**src/rtl/mem_stage_lsu_if.sv**
```systemverilog
// Data-memory request/response bus between the MEM-stage LSU and the data memory.
//
// Handshake: a request transfers on a rising edge where dmem_req_valid and
// dmem_req_ready are both 1. While valid is 1 and ready is 0 the master holds
// addr/we/be/wdata stable and keeps valid asserted. A response (read data or
// write ack) is a single cycle with dmem_rsp_valid=1. There is no rsp_ready.
// dmem_rsp_err is meaningful only when dmem_rsp_valid is 1.
interface mem_stage_lsu_if;
   logic        dmem_req_valid;
   logic        dmem_req_ready;
   logic [31:0] dmem_addr;
   logic        dmem_we;
   logic [3:0]  dmem_be;
   logic [31:0] dmem_wdata;
   logic        dmem_rsp_valid;
   logic [31:0] dmem_rdata;
   logic        dmem_rsp_err;

   modport master (
      output dmem_req_valid, dmem_addr, dmem_we, dmem_be, dmem_wdata,
      input  dmem_req_ready, dmem_rsp_valid, dmem_rdata, dmem_rsp_err
   );

   modport slave (
      input  dmem_req_valid, dmem_addr, dmem_we, dmem_be, dmem_wdata,
      output dmem_req_ready, dmem_rsp_valid, dmem_rdata, dmem_rsp_err
   );
endinterface

```
**src/rtl/mem_stage_lsu.sv**
```systemverilog
// Memory-stage load/store unit: issues one data-memory access per MEM-stage
// load/store, stalls the pipeline until it completes, and returns extended load
// data plus misaligned/access-fault pulses for the trap logic.
module mem_stage_lsu #(
   parameter int unsigned TIMEOUT_CYCLES = 255
) (
   input  logic                 clk,
   input  logic                 rst,
   input  logic [31:0]          alu_result_mem,
   input  logic [31:0]          rs2_data_mem,
   input  logic [2:0]           funct3_mem,
   input  logic                 mem_read_mem,
   input  logic                 mem_write_mem,
   mem_stage_lsu_if.master      dmem,
   output logic                 mem_stall,
   output logic [31:0]          load_data_mem,
   output logic                 load_valid,
   output logic                 misaligned,
   output logic                 access_fault,
   output logic [31:0]          fault_addr,
   output logic [1:0]           state_dbg
);

   typedef enum logic [1:0] {S_IDLE, S_REQ, S_WAIT, S_DONE} state_t;

   localparam logic [7:0] TIMEOUT_LAST = 8'(TIMEOUT_CYCLES - 1);

   state_t      state, state_nxt;
   logic [7:0]  wait_cnt;
   logic [31:0] addr_q;
   logic [2:0]  f3_q;

   logic        access;
   logic        illegal_f3;
   logic        misalign_in;
   logic [3:0]  be_in;
   logic [31:0] wdata_in;
   logic        timeout;
   logic [31:0] lane_shift;
   logic [7:0]  byte_sel;
   logic [15:0] half_sel;
   logic [31:0] load_ext;

   assign access    = mem_read_mem | mem_write_mem;
   assign timeout   = (wait_cnt == TIMEOUT_LAST);
   assign state_dbg = state;

   // Decode the incoming access: legality, alignment, byte enables, lane-replicated store data.
   always_comb begin
      illegal_f3  = (funct3_mem == 3'b011) || (funct3_mem[2:1] == 2'b11);
      misalign_in = illegal_f3;
      be_in       = 4'b1111;
      wdata_in    = rs2_data_mem;
      case (funct3_mem[1:0])
         2'b00: begin
            be_in    = 4'b0001 << alu_result_mem[1:0];
            wdata_in = {4{rs2_data_mem[7:0]}};
         end
         2'b01: begin
            be_in       = alu_result_mem[1] ? 4'b1100 : 4'b0011;
            wdata_in    = {2{rs2_data_mem[15:0]}};
            misalign_in = illegal_f3 | alu_result_mem[0];
         end
         default: begin
            misalign_in = illegal_f3 | (alu_result_mem[1:0] != 2'b00);
         end
      endcase
   end

   // Pick the addressed lane of the read word and sign/zero-extend it.
   always_comb begin
      lane_shift = dmem.dmem_rdata >> {addr_q[1:0], 3'b000};
      byte_sel   = lane_shift[7:0];
      half_sel   = addr_q[1] ? dmem.dmem_rdata[31:16] : dmem.dmem_rdata[15:0];
      case (f3_q)
         3'b000:  load_ext = {{24{byte_sel[7]}}, byte_sel};
         3'b001:  load_ext = {{16{half_sel[15]}}, half_sel};
         3'b100:  load_ext = {24'h0, byte_sel};
         3'b101:  load_ext = {16'h0, half_sel};
         default: load_ext = dmem.dmem_rdata;
      endcase
   end

   // State register.
   always_ff @(posedge clk) begin
      if (rst) state <= S_IDLE;
      else     state <= state_nxt;
   end

   // Next-state logic and pipeline stall.
   always_comb begin
      state_nxt = state;
      mem_stall = 1'b0;
      case (state)
         S_IDLE: begin
            if (access) begin
               mem_stall = 1'b1;
               state_nxt = misalign_in ? S_DONE : S_REQ;
            end
         end
         S_REQ: begin
            mem_stall = 1'b1;
            if (dmem.dmem_req_ready) state_nxt = S_WAIT;
         end
         S_WAIT: begin
            mem_stall = 1'b1;
            if (dmem.dmem_rsp_valid || timeout) state_nxt = S_DONE;
         end
         default: state_nxt = S_IDLE;
      endcase
   end

   // Request payload, wait counter, load result and the one-cycle result pulses.
   // Pulses are set on the edge that enters DONE so they are high for exactly the DONE cycle.
   always_ff @(posedge clk) begin
      if (rst) begin
         dmem.dmem_req_valid <= 1'b0;
         dmem.dmem_addr      <= 32'h0;
         dmem.dmem_we        <= 1'b0;
         dmem.dmem_be        <= 4'h0;
         dmem.dmem_wdata     <= 32'h0;
         wait_cnt            <= 8'h0;
         addr_q              <= 32'h0;
         f3_q                <= 3'b000;
         load_data_mem       <= 32'h0;
         load_valid          <= 1'b0;
         misaligned          <= 1'b0;
         access_fault        <= 1'b0;
         fault_addr          <= 32'h0;
      end else begin
         load_valid   <= 1'b0;
         misaligned   <= 1'b0;
         access_fault <= 1'b0;
         case (state)
            S_IDLE: begin
               wait_cnt <= 8'h0;
               if (access) begin
                  addr_q          <= alu_result_mem;
                  f3_q            <= funct3_mem;
                  dmem.dmem_addr  <= {alu_result_mem[31:2], 2'b00};
                  dmem.dmem_we    <= mem_write_mem;
                  dmem.dmem_be    <= be_in;
                  dmem.dmem_wdata <= wdata_in;
                  if (misalign_in) begin
                     misaligned <= 1'b1;
                     fault_addr <= alu_result_mem;
                  end else begin
                     dmem.dmem_req_valid <= 1'b1;
                  end
               end
            end
            S_REQ: begin
               if (dmem.dmem_req_ready) dmem.dmem_req_valid <= 1'b0;
            end
            S_WAIT: begin
               if (dmem.dmem_rsp_valid) begin
                  if (dmem.dmem_rsp_err) begin
                     access_fault <= 1'b1;
                     fault_addr   <= addr_q;
                  end else if (!dmem.dmem_we) begin
                     load_valid    <= 1'b1;
                     load_data_mem <= load_ext;
                  end
               end else if (timeout) begin
                  access_fault <= 1'b1;
                  fault_addr   <= addr_q;
               end else begin
                  wait_cnt <= wait_cnt + 8'h1;
               end
            end
            default: ;
         endcase
      end
   end

endmodule

```
**src/flat_wrapper.sv**
```systemverilog
// flat-port wrapper written by rule: the top's interface ports become plain ports
module mem_stage_lsu_flat 
#(
   parameter int unsigned TIMEOUT_CYCLES = 255
)
  (clk, rst, alu_result_mem, rs2_data_mem, funct3_mem, mem_read_mem, mem_write_mem, mem_stall, load_data_mem, load_valid, misaligned, access_fault, fault_addr, state_dbg, dmem_dmem_req_valid, dmem_dmem_addr, dmem_dmem_we, dmem_dmem_be, dmem_dmem_wdata, dmem_dmem_req_ready, dmem_dmem_rsp_valid, dmem_dmem_rdata, dmem_dmem_rsp_err);
  mem_stage_lsu_if dmem_i ();
  input  logic clk;
  input  logic rst;
  input  logic [31:0] alu_result_mem;
  input  logic [31:0] rs2_data_mem;
  input  logic [2:0] funct3_mem;
  input  logic mem_read_mem;
  input  logic mem_write_mem;
  output logic mem_stall;
  output logic [31:0] load_data_mem;
  output logic load_valid;
  output logic misaligned;
  output logic access_fault;
  output logic [31:0] fault_addr;
  output logic [1:0] state_dbg;
  output wire logic [$bits(dmem_i.dmem_req_valid)-1:0] dmem_dmem_req_valid;
  output wire logic [$bits(dmem_i.dmem_addr)-1:0] dmem_dmem_addr;
  output wire logic [$bits(dmem_i.dmem_we)-1:0] dmem_dmem_we;
  output wire logic [$bits(dmem_i.dmem_be)-1:0] dmem_dmem_be;
  output wire logic [$bits(dmem_i.dmem_wdata)-1:0] dmem_dmem_wdata;
  input wire logic [$bits(dmem_i.dmem_req_ready)-1:0] dmem_dmem_req_ready;
  input wire logic [$bits(dmem_i.dmem_rsp_valid)-1:0] dmem_dmem_rsp_valid;
  input wire logic [$bits(dmem_i.dmem_rdata)-1:0] dmem_dmem_rdata;
  input wire logic [$bits(dmem_i.dmem_rsp_err)-1:0] dmem_dmem_rsp_err;
  assign dmem_dmem_req_valid = dmem_i.dmem_req_valid;
  assign dmem_dmem_addr = dmem_i.dmem_addr;
  assign dmem_dmem_we = dmem_i.dmem_we;
  assign dmem_dmem_be = dmem_i.dmem_be;
  assign dmem_dmem_wdata = dmem_i.dmem_wdata;
  assign dmem_i.dmem_req_ready = dmem_dmem_req_ready;
  assign dmem_i.dmem_rsp_valid = dmem_dmem_rsp_valid;
  assign dmem_i.dmem_rdata = dmem_dmem_rdata;
  assign dmem_i.dmem_rsp_err = dmem_dmem_rsp_err;
  mem_stage_lsu #(.TIMEOUT_CYCLES(TIMEOUT_CYCLES)) u_core (.clk(clk), .rst(rst), .alu_result_mem(alu_result_mem), .rs2_data_mem(rs2_data_mem), .funct3_mem(funct3_mem), .mem_read_mem(mem_read_mem), .mem_write_mem(mem_write_mem), .dmem(dmem_i), .mem_stall(mem_stall), .load_data_mem(load_data_mem), .load_valid(load_valid), .misaligned(misaligned), .access_fault(access_fault), .fault_addr(fault_addr), .state_dbg(state_dbg));
endmodule
```
**config.mk**
```make
export PLATFORM = sky130hd
export DESIGN_NAME = mem_stage_lsu_flat
export DESIGN_NICKNAME = d
export VERILOG_FILES = /design/src/rtl/mem_stage_lsu_if.sv /design/src/rtl/mem_stage_lsu.sv /design/src/flat_wrapper.sv
export SDC_FILE = /design/constraint.sdc
export NUM_CORES = 1
export LEC_CHECK = 0
export CAP_MARGIN = 40
export CORE_MARGIN = 3
export CORE_UTILIZATION = 42
export CTS_CLUSTER_DIAMETER = 150
export DETAILED_ROUTE_END_ITERATION = 8
export PLACE_DENSITY = 0.75
export SYNTH_ARGS = -nofsm -noshare
export SYNTH_HDL_FRONTEND = slang
export SYNTH_SLANG_ARGS = --single-unit
```
**constraint.sdc**
```tcl
create_clock -name clk -period 3.8 [get_ports clk]
set_input_delay 0.57 -clock clk [delete_from_list [all_inputs] [get_ports clk]]
set_output_delay 0.57 -clock clk [all_outputs]
set_load 0.02 [all_outputs]
```
==> results of run 1 <==
-- cells in the final DEF (no fill, tap or decap), drive strengths merged, types with 8 or more instances in the layout --
cell type,n
a311oi,8
clkdlybuf4s50,242
o21ai,45
or3,8
nor2,30
mux2i,56
buf,16
a22o,9
inv,9
a211oi,42
nand2,161
a31oi,32
or2,9
dfxtp,150
clkbuf,20
a22oi,8
a21oi,99
-- layer usage --
| metal | vias up | GRT usage | wire (um) |
|---|---|---|---|
| met2 | 211 | 0.376 | 10400 |
| met3 | 25 | 0.0890 | 1790 |
| met1 | 3144 | 0.269 | 9110 |
| met4 | 0 | 0.0683 | 388 |
| met5 | - | 0 | 0 |
| li1 | 3282 | - | - |
-- sequential cells by signal, summed over array words and instances (netlist names) --
name	count
u_core.dmem.dmem_we	1
u_core.load_valid	1
u_core.wait_cnt	8
u_core.fault_addr	32
u_core.f3_q	3
u_core.misaligned	1
u_core.load_data_mem	32
u_core.state_dbg	2
u_core.dmem.dmem_be	4
u_core.addr_q	32
u_core.dmem.dmem_wdata	32
u_core.dmem.dmem_req_valid	1
u_core.access_fault	1
-- worst max-delay path: cells and delay by family (launching register included) --
kind | cells | cell delay (ns)
flops | 1 | 0.34
fa+ha+maj | 1 | 0.46
buf+inv | 2 | 0.77
simple gates | 3 | 0.36
-- cell type report --
| type | count | share of cell area |
|---|---|---|
| well taps | 220 | 0.0273 |
| clock buffers | 20 | 0.0433 |
| multi-input cells | 574 | 0.358 |
| repair buffers | 258 | 0.255 |
| clock inverters | 10 | 0.0155 |
| inverters | 9 | 0.00335 |
| flip-flops and latches | 150 | 0.298 |
-- cell families after synthesis --
| kind of cell | Yosys count | share of synthesized area |
|---|---|---|
| AO/OA/AOI/OAI | 269 | 0.257 |
| XOR/XNOR | 1 | 0.00122 |
| adder cells (fa/ha/maj) | 6 | 0.0105 |
| other | 1 | 0.000523 |
| buffers and inverters | 114 | 0.0839 |
| flip-flops | 150 | 0.419 |
| AND/OR/NAND/NOR | 238 | 0.144 |
| multiplexers | 58 | 0.0844 |
-- report_power, final --
group	switching [mW]	internal, mW
clock network	0.642	1.09
registers	0.262	2.00
logic	2.02	1.53
total	2.92	4.62
-- per-stage QoR --
step	power (mW)	setup WS (ns)	utilization	hold slack (ns)
floorplan	4.54	1.44	-	0.449
global placement	5.77	0.993	0.569	0.441
detailed placement	5.84	0.962	0.570	0.449
CTS	7.60	0.870	0.605	0.460
global route	7.96	0.707	0.605	0.477
finish	7.54	0.883	0.605	0.457
-- worst paths after layout --
| check | end | cells after the start |
|---|---|---|
| worst max-delay path | mem_stall | 6 |
| worst min register to register | u_core.dmem.dmem_wdata[6] | 2 |
| worst max register to register | u_core.fault_addr[31] | 7 |
| worst min-delay path | u_core.dmem.dmem_wdata[6] | 2 |
==> run_results.csv, run 1 <==
group,metric,value,unit
worst_setup_path,slowest_delay,0.66,ns
route,firstDrtPassIters,4,
cts,cts_tree,"done",
worst_setup_path,path_max_fanout,10,
placement,postPlaceCellArea,0.00948,mm2
global_route,grt_pass1_vias,6480,
cts,h-tree-depth,4,
placement,gp_congestion,0.804,
cts,clock_latency,0.42,ns
global_route,antenna_found_initial,0,
yosys,synth-seq-cells,150,
yosys,async_flop_share,0,
floorplanning,die_height,137,um
yosys,syn_area_per_cell,8.57,um2
floorplanning,start_util,0.431,
cts,cts_resized,0,
timing,clock_skew,0.00928,ns
worst_setup_path,worstPathCellList,"inv_1, ha_1, nor2b_4, nor2_1, nor2_1, clkdlybuf4s50_1",
floorplanning,core_area,0.0166,mm2
yosys,seq_area_frac_synth,0.419,
yosys,synth_cells,837,
cts,cts_hold_buffers,0,
yosys,post-synth-top-area-cell,"dfxtp_1",
timing,hold_viol,0,
cells_and_area,num_antenna_cells,0,
global_route,grt_pass1_wl,33200,um
worst_setup_path,crit_type,"flop to output port",
floorplanning,die-area,0.0187,mm2
floorplanning,die_x,137,um
cells_and_area,final_layout_size_suffix_gt1_frac,0.0940,
floorplanning,io_pins,246,
timing,finalCriticalPeriod,2.92,ns
yosys,ys_warn_count,0,
cts,cts_buffers,17,
cells_and_area,syn_to_final_growth,40.4,%
cells_and_area,multi_input_area,0.00360,mm2
cells_and_area,fill_cells,1498,
timing,max_freq,343,MHz
cells_and_area,stdcell_area,0.0101,mm2
worst_setup_path,critPathSlowestCell,"clkdlybuf4s50_1",
route,postRouteAntennaNets,0,
placement,dp_cells,1211,
route,drtIter0Drc,467,
cells_and_area,stdcell_count,1241,
worst_setup_path,required,3.23,ns
global_route,grt_usage,0.226,
global_route,grt_remaining_overflow,0,
worst_setup_path,critPathLaunchType,"flop",
cts,cts.sinks,150,
cells_and_area,register_area,0.00300,mm2
route,wire_per_inst,17.5,um
timing,max-slew-margin-rel,0.460,
worst_hold_path,hp-start,"u_core.dmem.dmem_wdata[6]",
run_status,status,"completed",
yosys,synth-edff-count,0,
timing,slew_violations,0,
cells_and_area,nNetsFinal,1122,
cts,postCtsSetupRepairBufs,0,
yosys,synth.top_cell.area_share,0.419,
worst_setup_path,cp_common_cell,"nor2_1",
floorplanning,row_count,47,
cts,cts.path.max_buffers,2,
worst_hold_path,hp-class,"flop to flop",
route,wl,21700,um
worst_setup_path,crit_arrival,2.35,ns
placement,dp.final_hpwl,14800,um
placement,portBuffers,243,
yosys,syn_area,0.00717,mm2
power_and_ir_drop,p_leak,3.61,nW
cts,cts_root_buf,"clkbuf_16",
worst_setup_path,r2r-start,"u_core.state_dbg[0]",
power_and_ir_drop,ir_worst_vdd,0.420,mV
yosys,yosys-top-cells-count,"nand2_1 (161), dfxtp_1 (150), a21oi_1 (97), mux2i_1 (56), o21ai_0 (44)",
route,vias,6662,
timing,tightestPinTransition,0.809,ns
yosys,synth.distinct_cells,56,
route,via_per_inst,5.37,
timing,setup_violations,0,
cts,clk_pin_slew,0.06,ns
global_route,grt_max_degree,61,
worst_setup_path,cp-startpoint,"u_core.state_dbg[1]",
route,drc,0,
yosys,yosysMostFrequentCell,"nand2_1",
flow_run,drv_cap,0,
worst_setup_path,r2r_slack,1.37,ns
yosys,synth_ff_type,"dfxtp_1",
yosys,yosys-top-cells-area,"dfxtp_1 (42%), nand2_1 (8.4%), mux2i_1 (7.8%)",
timing,min_period_over_period,0.768,
timing,rsz0062_at_grt,"no",
worst_setup_path,end_kind,"output port",
power_and_ir_drop,p_per_area,749,mW/mm2
timing,setup_tns,0,ns
No activity file was read; power rests on OpenSTA's default activity.
==> run 2: changes to the inputs <==
Settings changed: CORE_UTILIZATION 42 to 41, PLACE_DENSITY 0.75 to 0.76.
Clock period 3.8 ns to 2.4 ns, I/O delays scaled along.
==> run 2 against run 1 <==
Via count increased by 1.9%. First-iteration DRC count decreased by 20%. Register-to-register slack got worse by 0.95 ns. Highest routed layer unchanged. Critical endpoint unchanged.
==> run_results.csv, run 2 (synthesis gave the netlist of run 1 again) <==
group,metric,value,unit
global_route,grt_use_met1,0.281,
timing,slew_violations,0,
cells_and_area,num_antenna_cells,0,
timing,hold_viol,0,
global_route,grt_pass1_wl,35200,um
cts,clock_latency,0.42,ns
cells_and_area,final_cell_mix,"clkdlybuf4s50_1 (241), nand2_1 (161), dfxtp_1 (150)",
timing,rsz0062_at_grt,"no",
worst_hold_path,hp-class,"flop to flop",
global_route,met3_usage,0.0891,
timing,tightestPinTransition,0.641,ns
worst_setup_path,critPathSlowestCell,"dfxtp_1",
floorplanning,die_x,138,um
cells_and_area,register_area,0.00300,mm2
timing,max-slew-margin-rel,0.573,
route,postRouteAntennaNets,0,
floorplanning,die_height,138,um
timing,fin_hold_ws,0.458,ns
cts,cts_hold_buffers,0,
cts,cts_buffers,17,
cells_and_area,fill_cells,1512,
cells_and_area,layout_commonest_cell,"clkdlybuf4s50_1",
floorplanning,start_util,0.425,
cts,cts.sinks,150,
power_and_ir_drop,ir_worst_vdd,0.655,mV
timing,clock_skew,0.00901,ns
worst_setup_path,path_max_fanout,5,
global_route,grt_pass1_vias,6580,
worst_setup_path,r2r-start,"u_core.state_dbg[0]",
worst_setup_path,required,2.04,ns
global_route,grt_usage,0.223,
route,drtIter0Drc,373,
worst_hold_path,worstHoldPathCells,2,
worst_setup_path,crit_type,"flop to output port",
worst_hold_path,hp-start,"u_core.dmem.dmem_wdata[3]",
floorplanning,row_count,47,
placement,portBuffers,243,
global_route,grtUsageMet2,0.355,
worst_setup_path,crit_buf_inv,2,
global_route,antenna_found_initial,0,
run_status,status,"completed",
worst_setup_path,crit_arrival,1.75,ns
route,via_per_inst,5.40,
worst_setup_path,worstPathCellList,"inv_1, ha_1, nor2_1, nor2_1, dlygate4sd2_1",
timing,setup_violations,0,
floorplanning,core_area,0.0169,mm2
route,vias,6786,
global_route,busiest_layer,"met2",
placement,gp_congestion,0.816,
flow_run,drv_cap,0,
worst_setup_path,ff2ff_path_depth,7,
global_route,grt_remaining_overflow,0,
cts,cts_tree,"done",
worst_setup_path,slowest_delay,0.41,ns
worst_setup_path,end_kind,"output port",
placement,dp.final_hpwl,15300,um
cts,cts_root_buf,"clkbuf_16",
timing,finalCriticalPeriod,2.11,ns
worst_setup_path,critPathLaunchType,"flop",
route,drc,0,
worst_setup_path,critPathTopFamily,"buffers and inverters",
floorplanning,die-area,0.0191,mm2
cts,cts_resized,1,
cells_and_area,nNetsFinal,1136,
timing,setup_tns,0,ns
worst_hold_path,min_delay_worst_endpoint,"u_core.dmem.dmem_wdata[3]",
route,firstDrtPassIters,5,
timing,max_freq,475,MHz
cts,postCtsSetupRepairBufs,0,
worst_setup_path,crit-reg2reg-capture,"u_core.fault_addr[31]",
cts,h-tree-depth,4,
cts,clk_pin_slew,0.06,ns
worst_setup_path,r2r_slack,0.42,ns
power_and_ir_drop,p_leak,3.68,nW
timing,min_period_over_period,0.878,
route,wl,21800,um
cells_and_area,final_util,0.602,
worst_setup_path,cp_common_cell,"nor2_1",
route,wire_per_inst,17.4,um
floorplanning,io_pins,246,
global_route,grt_max_degree,112,
power_and_ir_drop,p_per_area,1160,mW/mm2
cells_and_area,final_layout_size_suffix_gt1_frac,0.110,
cells_and_area,multi_input_area,0.00360,mm2
cts,cts.path.max_buffers,2,
cells_and_area,syn_to_final_growth,41.6,%
## run 2: cell types whose count changed in the layout (fill, tap and decap cells not counted), moves of 2 or more
cell / previous run / this run
clkinv_4: 1 / 3
buf_4: 14 / 26
clkbuf_1: 3 / 1
buf_12: 2 / 4
clkinv_2: 4 / 7
bufinv_16: 4 / 1
## run 2: final cells by class
class,count,share of cell area
tap,220,0.0271
sequential,150,0.295
clock buffer,19,0.0436
clock inverter,13,0.0106
multi-input combinational,574,0.355
timing repair buffer,272,0.265
inverter,9,0.00332
## run 2: worst max-delay path by stage
stage / end / startpoint / depth (start not counted)
6_report: mem_stall / u_core.state_dbg[0] / 5
5_1_grt: mem_stall / u_core.state_dbg[0] / 5
4_1_cts: mem_stall / u_core.state_dbg[0] / 5
3_5_place_dp: mem_stall / mem_read_mem / 7
3_3_place_gp: mem_stall / mem_write_mem / 7
2_1_floorplan: mem_stall / u_core.state_dbg[1] / 9
## run 2: metrics by stage
step	worst slack (ns)	instances	cell area [um2]	total power, mW
floorplan	0.248	838	7180	7.20
global placement	0.0691	1225	9610	9.30
detailed placement	0.0568	1225	9610	9.39
CTS	0.257	1257	10200	11.9
global route	0.161	1257	10200	12.5
finish	0.293	1257	10200	11.8
## run 2: metal layers
metal  up-vias  share of wire
met4         0          0.016
met1      3200           0.43
li1       3321              -
met3        23          0.087
met5         -              0
met2       242           0.47
## run 2: power breakdown
| part | leakage [nW] | total (mW) | internal, mW | switching, mW |
|---|---|---|---|---|
| Combinational | 2.17 | 5.70 | 2.50 | 3.20 |
| Sequential | 1.23 | 3.60 | 3.17 | 0.430 |
| Clock | 0.276 | 2.52 | 1.45 | 1.08 |
## run 2: worst reg2reg max path: cells and delay by family (launching register included)
kind	cells	cell delay [ns]
fa+ha+maj	1	0.30
flops	1	0.35
simple gates	2	0.55
compound gates	2	0.41
buf+inv	2	0.29
